<file path="src/rtl/sram_port0_arbiter.sv">
// sram_port0_arbiter: two-requester arbiter/sequencer for the RW port (port 0) of the 1024x32 OpenRAM macro
//
// Ports:
//   clk_i, rst_i                  clock (same as macro clk0), synchronous active-high reset
//   req_i, we_i                   per-requester request valid and write enable
//   wmask_i, addr_i, wdata_i      per-requester fields, slice k = [k*W +: W]
//   gnt_o                         request accepted this cycle
//   rvalid_o, rdata_o, rready_i   per-requester response channel (rdata 0 for writes)
//   sram_csb_o .. sram_din_o      drive for macro csb0/web0/wmask0/addr0/din0
//   sram_dout_i                   macro dout0
//
// Build option: define SRAM_ARB_FIXED_PRIO_EN for fixed priority (requester 0 wins
// contention); otherwise round-robin between the two requesters.
module sram_port0_arbiter #(
    parameter int DATA_WIDTH = 32,
    parameter int ADDR_WIDTH = 10,
    parameter int NUM_WMASKS = DATA_WIDTH / 8
) (
    input  logic                    clk_i,
    input  logic                    rst_i,
    input  logic [1:0]              req_i,
    input  logic [1:0]              we_i,
    input  logic [2*NUM_WMASKS-1:0] wmask_i,
    input  logic [2*ADDR_WIDTH-1:0] addr_i,
    input  logic [2*DATA_WIDTH-1:0] wdata_i,
    output logic [1:0]              gnt_o,
    output logic [1:0]              rvalid_o,
    output logic [2*DATA_WIDTH-1:0] rdata_o,
    input  logic [1:0]              rready_i,
    output logic                    sram_csb_o,
    output logic                    sram_web_o,
    output logic [NUM_WMASKS-1:0]   sram_wmask_o,
    output logic [ADDR_WIDTH-1:0]   sram_addr_o,
    output logic [DATA_WIDTH-1:0]   sram_din_o,
    input  logic [DATA_WIDTH-1:0]   sram_dout_i
);
    logic [1:0]                 elig;
    logic                       grant;
    logic                       sel;
    logic                       infl_v;
    logic                       infl_id;
    logic                       infl_we;
    logic [1:0]                 land;
    logic [1:0]                 rvalid_q;
    logic [1:0][DATA_WIDTH-1:0] rdata_q;
`ifndef SRAM_ARB_FIXED_PRIO_EN
    logic                       last_q;
`endif

    // A requester may issue when it has nothing in flight and its response slot is
    // empty or being drained this very cycle.
    assign elig[0] = req_i[0] & ~(infl_v & ~infl_id) & (~rvalid_q[0] | rready_i[0]);
    assign elig[1] = req_i[1] & ~(infl_v & infl_id) & (~rvalid_q[1] | rready_i[1]);
    assign grant   = |elig & ~rst_i;

`ifdef SRAM_ARB_FIXED_PRIO_EN
    assign sel = ~elig[0];
`else
    assign sel = &elig ? ~last_q : elig[1];
`endif

    assign gnt_o        = grant ? (sel ? 2'b10 : 2'b01) : 2'b00;
    assign sram_csb_o   = ~grant;
    assign sram_web_o   = grant ? ~we_i[sel] : 1'b1;
    assign sram_wmask_o = grant ? (sel ? wmask_i[2*NUM_WMASKS-1:NUM_WMASKS] : wmask_i[NUM_WMASKS-1:0]) : '0;
    assign sram_addr_o  = grant ? (sel ? addr_i[2*ADDR_WIDTH-1:ADDR_WIDTH] : addr_i[ADDR_WIDTH-1:0]) : '0;
    assign sram_din_o   = grant ? (sel ? wdata_i[2*DATA_WIDTH-1:DATA_WIDTH] : wdata_i[DATA_WIDTH-1:0]) : '0;

    // The macro presents dout0 during the cycle after the grant; capture it at the end of that cycle.
    assign land     = {infl_v & infl_id, infl_v & ~infl_id};
    assign rvalid_o = rvalid_q;
    assign rdata_o  = rdata_q;

    always_ff @(posedge clk_i) begin
        if (rst_i) begin
            infl_v   <= 1'b0;
            infl_id  <= 1'b0;
            infl_we  <= 1'b0;
            rvalid_q <= '0;
            rdata_q  <= '0;
`ifndef SRAM_ARB_FIXED_PRIO_EN
            last_q   <= 1'b1;
`endif
        end else begin
            infl_v  <= grant;
            infl_id <= sel;
            infl_we <= we_i[sel];
`ifndef SRAM_ARB_FIXED_PRIO_EN
            if (grant) last_q <= sel;
`endif
            for (int k = 0; k < 2; k++) begin
                rvalid_q[k] <= land[k] | (rvalid_q[k] & ~rready_i[k]);
                if (land[k]) rdata_q[k] <= infl_we ? '0 : sram_dout_i;
            end
        end
    end
endmodule

</file>
<file path="config.mk">
export PLATFORM = sky130hd
export DESIGN_NAME = sram_port0_arbiter
export DESIGN_NICKNAME = d
export VERILOG_FILES = /design/src/rtl/sram_port0_arbiter.sv
export SDC_FILE = /design/constraint.sdc
export NUM_CORES = 1
export LEC_CHECK = 0
export ABC_AREA = 0
export ABC_CLOCK_PERIOD_IN_PS = 3600
export CORE_ASPECT_RATIO = 0.9
export CORE_MARGIN = 2
export CORE_UTILIZATION = 40
export CTS_BUF_LIST = sky130_fd_sc_hd__clkbuf_2 sky130_fd_sc_hd__clkbuf_4 sky130_fd_sc_hd__clkbuf_8
export CTS_CLUSTER_SIZE = 12
export DETAILED_ROUTE_END_ITERATION = 8
export PLACE_DENSITY = 0.89
export SLEW_MARGIN = 20
export SYNTH_ARGS = -nofsm -noshare
export SYNTH_HDL_FRONTEND = slang
export SYNTH_SLANG_ARGS = --single-unit
</file>
<file path="constraint.sdc">
create_clock -name clk_i -period 3.6 [get_ports clk_i]
set_clock_uncertainty 0.2 [all_clocks]
set_input_delay 0.72 -clock clk_i [delete_from_list [all_inputs] [get_ports clk_i]]
set_output_delay 0.72 -clock clk_i [all_outputs]
set_load 0.02 [all_outputs]
</file>
== Yosys cells after proc, flatten, opt, wreduce, memory -nomap -nowiden ==
Index checks and enable logic that the tools add are counted.

* Bitwise logic cells: 24
* Mux-type cells: 13
* Magnitude comparators: 1
* Reductions and logical operators: 2

{| class="wikitable"
|+ Operators with widths
! kind !! count
|-
| $mux W32 || 3
|-
| $mux W10 || 2
|-
| $not A1 Y1 || 11
|-
| $and A1 B1 Y1 || 9
|-
| $mux W4 || 2
|-
| $mux W1 || 4
|-
| $mux W2 || 2
|-
| $or A1 B1 Y1 || 4
|-
| $lt A1 B2 Y1 const B || 1
|-
| $reduce_and A2 Y1 || 1
|-
| $reduce_or A2 Y1 || 1
|}

* Flip-flop bits (word level): 70
* Word-level logic and storage cells: 47
* Input bits: 132
* Output and inout bits: 116

== Longest topological paths before layout ==
Gate-level depths: netlist (run 1).

* Depth after elaboration: 11
* Gate-level depth with buffers: 7

== Worst setup path after synthesis (run 1) ==
Ideal clock, no wire load.

* Path type: input port to output port
* From: input port rready_i[0]
* To: output port sram_addr_o[2]
* Path buffers: 2
* Arrival: 1902 ps
* Setup slack: 778 ps
* Cell stages on the path: 6
* Cell sequence: nand2b_1 and4_4 or2_1 buf_2 buf_2 o32ai_1

* Longest elaborated chain between the ends: 6
* Elaborated cells on any way between the ends: 8

{| class="wikitable"
|+ RTL lines
! item !! RTL line !! text
|-
| start: declaration || 29 || <nowiki>input logic [1:0] rready_i,</nowiki>
|-
| $or A1 B1 Y1 * || 52 || <nowiki>assign elig[0] = req_i[0] & ~(infl_v & ~infl_id) & (~rvalid_q[0] | rready_i[0]);</nowiki>
|-
| $and A1 B1 Y1 * || 52 ||
|-
| $reduce_and A2 Y1 || 59 || <nowiki>assign sel = &elig ? ~last_q : elig[1];</nowiki>
|-
| $mux W1 || 59 ||
|-
| $mux W10 || 66 || <nowiki>assign sram_addr_o = grant ? (sel ? addr_i[2*ADDR_WIDTH-1:ADDR_WIDTH] : addr_i[ADDR_WIDTH-1:0]) : '0;</nowiki>
|-
| $mux W10 * || 66 ||
|-
| end: declaration || 33 || <nowiki>output logic [ADDR_WIDTH-1:0] sram_addr_o,</nowiki>
|}

Every way passes the cells marked *; elsewhere a longest branch is shown, timed or not.

== Worst setup path in the final report (run 1) ==
* From: input port rready_i[0]
* To: output port sram_web_o

* Longest elaborated chain between the ends: 8
* Elaborated cells on any way between the ends: 10

{| class="wikitable"
|+ RTL lines
! item !! RTL line !! text
|-
| $or A1 B1 Y1 * || 52 ||
|-
| $and A1 B1 Y1 * || 52 ||
|-
| $reduce_and A2 Y1 || 59 ||
|-
| $mux W1 || 59 ||
|-
| $mux W1 (not written as such) (2 in series) || 64 || <nowiki>assign sram_web_o = grant ? ~we_i[sel] : 1'b1;</nowiki>
|-
| $not A1 Y1 || 64 ||
|-
| $mux W1 * || 64 ||
|-
| end: declaration || 31 || <nowiki>output logic sram_web_o,</nowiki>
|}

Every way passes the cells marked *; elsewhere a longest branch is shown, timed or not. The select of a mux whose other input is x is not followed.

==> results of run 1 <==
-- placed cells by master (no fill, tap or decap), types with 3 or more instances in the layout --
cell	synthesis	routed
dfxtp_1	70	69
inv_1	47	47
buf_4	2	11
nand2_1	129	129
clkdlybuf4s50_1	0	198
clkbuf_8	0	10
o32ai_1	26	26
nor2b_1	33	32
buf_12	0	3
o32ai_2	20	20
dlygate4sd2_1	0	47
nand2b_1	51	51
nor2_1	3	3
a21oi_1	67	67
-- layer usage --
metal  up-vias  track usage
met5         -            0
met2       189       0.4444
met3        41      0.07109
met4         0       0.1436
met1      1938       0.2800
li1       2089            -
-- stage by stage --
| step | std cells | worst slack (ns) | area [um^2] | setup TNS (ns) | util |
|---|---|---|---|---|---|
| after CTS | 854 | 0.07697 | 6504 | 0 | 0.7127 |
| final | 854 | 0.06534 | 6507 | 0 | 0.7132 |
| after global routing | 854 | 0.0001170 | 6507 | 0 | 0.7132 |
| after global placement | 838 | -0.1294 | 6332 | -4.923 | 0.6940 |
| after floorplan | 503 | 0.7780 | 3767 | 0 | - |
| after detailed placement | 838 | -0.1914 | 6337 | -6.705 | 0.6945 |
-- synthesized netlist by cell type, drive strengths merged, types with 2 or more instances --
cell    count  area (um^2)
a21oi      67        335.3
buf        11        71.31
clkbuf     36        135.1
dfxtp      70         1401
inv        47        176.4
nand2     129        484.2
nand2b     51        319.1
nand3       2        10.01
nor2        3        11.26
nor2b      33        206.5
o21bai      2        15.01
o32ai      46        553.0
-- critical path, delay by kind of cell --
| kind | cells | cell delay, ns |
|---|---|---|
| buf+inv | 3 | 0.93 |
| compound gates | 1 | 0.22 |
| simple gates | 3 | 0.73 |
-- registers in the layout (all words and copies together), names as in the netlist --
register  count
infl_v        1
infl_we       1
infl_id       1
rvalid_o      2
last_q        1
rdata_o      64
-- kinds of logic after synthesis --
kind of cell	Yosys count	share of synthesized area
flip-flops	70	0.3720
multiplexers	1	0.002657
AND/OR/NAND/NOR	221	0.2800
buffers and inverters	94	0.1016
AO/OA/AOI/OAI	117	0.2438
-- power by group through the flow --
stage                     registers, mW  logic (mW)  clock network, mW
after floorplan                   0.878       0.293                  0
after global placement            0.851       0.655                  0
after detailed placement          0.854       0.663                  0
after CTS                         0.836       0.638              0.717
after global routing              0.841       0.681              0.755
final                             0.837       0.637              0.704
-- worst paths after layout --
check / endpoint / start / slack [ns]
setup / recovery: sram_web_o / rready_i[0] / 0.07
hold reg to reg: rdata_o[22] / rdata_o[22] / 0.26
setup reg to reg: infl_we / infl_id / 1.76
hold / removal: rdata_o[22] / rdata_o[22] / 0.26
-- layout make-up --
type | count | area [um^2]
tap | 122 | 152.6
inverter | 47 | 176.4
sequential | 70 | 1403
multi-input combinational | 339 | 2003
clock buffer | 11 | 145.1
fill | 731 | 2618
clock inverter | 5 | 81.33
timing repair buffer | 260 | 2546
==> metrics, run 1 <==
outcome completed; sw frac 0.2891; area grow syn2layout 72.73%; crit end category output pin; crit path DAT between 2 and 3 ns; core area 0.009125 mm^2; num rows 33; Clock Pin Slew Worst Setup and Hold Paths 0.07 ns; Final GP Congestion 0.9400; Post CTS Setup Buffer Count 0; Seq/Total Area, Yosys 0.3720; Leakage Power ~2.6 nW; WHS between 0.2 and 0.3 ns; Syn Area/Cell 7.490 um^2; final HPWL from detailed placement about 10 mm; largest net degree at the start of global routing 84; initial core utilization 0.4129; met2 wire len ~6.5 mm; Pwr Density about 330 mW/mm^2; Cells after Synth 503; via-per-instance ratio 4.985; CTS sink count 70; CTS tree built; CTS Buffer Depth 2; post-CTS resize count 48; Die ar. 0.01021 mm^2; Hold Fails Final Rpt 0; Max VDD drop 0.2034 mV; Psw between 0.6 and 0.7 mW; global-route wire length before repair 20.43 mm; fin nets roughly 860; Top Layer Used met4; post-route antenna net violation count 0; hold buffer count at cts 0; Tmin final 3.535 ns; Clock Latency Late Sink 0.34 ns; CP Data Required Time 2.68 ns; Hold Crit Class flip-flop to flip-flop; Logic pwr share 0.292; share of cells above drive strength 1 0.07650; routed len/inst 15.62 um; Post-Route WL 13.34 mm; Synth Warn # 0; die width 106.3 um; startpoint type of the worst setup path input pin; Worst-Margin Slew 0.7478 ns; Crit Path Max Fanout 32; fmax 282.9 MHz; Yosys reg bits 70; clock buffer count from CTS 9; Internal Power 1.548 mW; # DRC 0; vias in the first global route 4344; Buffers on Ports 247; initial antenna violation count 0; Worst path max stage delay 0.42 ns; DRT iter0 DRCs 176; sequential share of power 0.384; Tot Pwr 2.177 mW; Clock power frac 0.323; Final setup viols 0; Total GRT Usage 0.2539; Die Span Y 96.07 um; routed wl met3 997 um; Overflow after GRT 0; first drt pass iteration count 5; RSZ-0062 raised after global routing no; clock root cell clkbuf_8; slew margin rel. 0.5004; Final Max Tran Viols 0; Synth Flop Type dfxtp_1; n_diodes 0; met1 wire length 5.308 mm; CP cell instances clkdlybuf4s50_1 -> nand2b_1 -> and4_4 -> or2_2 -> buf_12 -> o22a_1 -> dlygate4sd2_1; CP max stage cell clkdlybuf4s50_1; EDFF count, synth 0; Yosys cell types 22; WS Path Type input pin to output pin; cell area after synthesis about 0.0038 mm^2; # IOs between 200 and 250; Async SR Flop Fraction 0; R2R depth 5; Max Cap Viol 0; final worst-path cycle share 0.9819; H-tree levels 3; Syn Nets 635; DR vias between 4k and 5k; Hold Path Depth 2
Note: power is estimated with default switching activity, not from simulation.
==> inputs of run 2 (changes only) <==
SLEW_MARGIN = not set   (was 20)
==> metrics, run 2 (synthesis results as in run 1) <==
Worst-Margin Slew 1.267 ns; initial antenna violation count 0; Final Instance Area ~0.0065 mm^2; share of cells above drive strength 1 0.07377; fmax around 280 MHz; Leakage Power 2.610 nW; Max Cap Viol 0; first drt pass iteration count 4; routed len/inst between 15 and 20 um; # IOs 248; startpoint type of the worst setup path input pin; initial core utilization 0.4129; crit path DAT 2.62 ns; Buffers on Ports 247; CTS tree built; CTS sink count 70; die width 106.3 um; H-tree levels 3; n_diodes 0; Psw 0.6279 mW; vias in the first global route 4297; CP Data Required Time roughly 2.7 ns; Hold Path Depth 2; slew margin rel. 0.1518; Area after DPL approximately 0.0063 mm^2; final worst-path cycle share 0.9826; Total GRT Usage 0.2549; global-route wire length before repair 20.50 mm; Die Span Y 96.07 um; outcome completed; num rows 33; hold buffer count at cts 0; Final setup viols 0; largest net degree at the start of global routing 84; via-per-instance ratio ~5.0; most frequent cells in the layout clkdlybuf4s50_1, nand2_1, dfxtp_1; clock root cell clkbuf_8; Internal Power 1.547 mW; WS Path Type input pin to output pin; Logic pwr share 0.293; R2R depth 3; DR vias 4280; Crit Path Max Fanout 32; Post CTS Setup Buffer Count 0; most common cell after layout, fill and taps aside clkdlybuf4s50_1; Final Max Tran Viols 0; core area 0.009125 mm^2; Hold Fails Final Rpt 0; fin nets 859; share of the core filled with cells 0.7126; DRT iter0 DRCs between 200 and 250; Tmin final roughly 3.5 ns; crit end category output pin; # DRC 0; fill count 712; area grow syn2layout 72.60%; CTS Buffer Depth 2; number of flip-flops in the largest register 64; Pwr Density 334.5 mW/mm^2; Die ar. just over 0.01 mm^2; Post-Route WL about 13 mm; final HPWL from detailed placement 9.966 mm; sw frac 0.2886; Clock Latency Late Sink 0.34 ns; post-route antenna net violation count 0; clock buffer count from CTS 9; Overflow after GRT 0; Clock Pin Slew Worst Setup and Hold Paths 0.08 ns; Final GP Congestion approximately 0.94; sequential share of power 0.384; RSZ-0062 raised after global routing no; Max VDD drop 0.1879 mV; Clock power frac 0.323; Hold Crit Class flip-flop to flip-flop
## run 2: changes by cell type in the layout (fill, tap and decap cells not counted), sizes merged
cell	previous run	this run
clkdlybuf4s50	198	197
dlymetal6s2s	0	1
## run 2: routing by layer
| metal | vias up | track usage | share of wire | wire length, um |
|---|---|---|---|---|
| li1 | 2095 | - | - | - |
| met1 | 1939 | 0.2851 | 0.39 | 5206 |
| met2 | 213 | 0.4535 | 0.49 | 6559 |
| met3 | 33 | 0.07583 | 0.084 | 1113 |
| met4 | 0 | 0.1118 | 0.033 | 435 |
| met5 | - | 0 | 0 | 0 |
## run 2: stage by stage
stage | hold slack, ns | setup TNS (ns) | setup WS (ns) | cells | power, mW
6_report | 0.2567 | 0 | 0.06255 | 854 | 2.175
4_1_cts | 0.2568 | 0 | 0.07466 | 854 | 2.192
3_3_place_gp | 0.2409 | -4.923 | -0.1294 | 838 | 1.506
2_1_floorplan | 0.2891 | 0 | 0.7780 | 503 | 1.171
5_1_grt | 0.2812 | 0 | 0.007906 | 854 | 2.280
3_5_place_dp | 0.2458 | -6.443 | -0.1784 | 838 | 1.517
## run 2: final timing paths
check	startpoint	endpoint	slack [ns]
hold / removal	rdata_o[20]	rdata_o[20]	0.26
hold reg to reg	rdata_o[20]	rdata_o[20]	0.26
setup reg to reg	infl_v	rdata_o[2]	1.58
setup / recovery	rready_i[0]	sram_web_o	0.06
## run 2: power by group through the flow
stage | combinational (mW) | clock [mW] | sequential, mW
2_1_floorplan | 0.293 | 0 | 0.878
3_3_place_gp | 0.655 | 0 | 0.851
3_5_place_dp | 0.663 | 0 | 0.854
4_1_cts | 0.639 | 0.717 | 0.836
5_1_grt | 0.682 | 0.758 | 0.840
6_report | 0.636 | 0.703 | 0.836
## run 2: final cells by class
cell class,instances,area (um^2),share of cell area
timing repair buffer,260,2549,0.3920
multi-input combinational,339,1997,0.3071
sequential,70,1401,0.2155
inverter,47,176.4,0.02713
tap,122,152.6,0.02348
clock buffer,11,145.1,0.02232
clock inverter,5,81.33,0.01251
## run 2: repair_timing
item | 4_1_cts | 5_1_grt
gates cloned | 0 | 0
gates resized for setup | 48 | 2
setup endpoints to repair | 48 | 2
## run 2: worst max-delay path, stage by stage
cell	delay (ns)
clkdlybuf4s50_1	0.41
nand2b_1	0.18
and4_4	0.21
or2_2	0.34
buf_12	0.19
o22a_1	0.23
dlygate4sd2_1	0.33
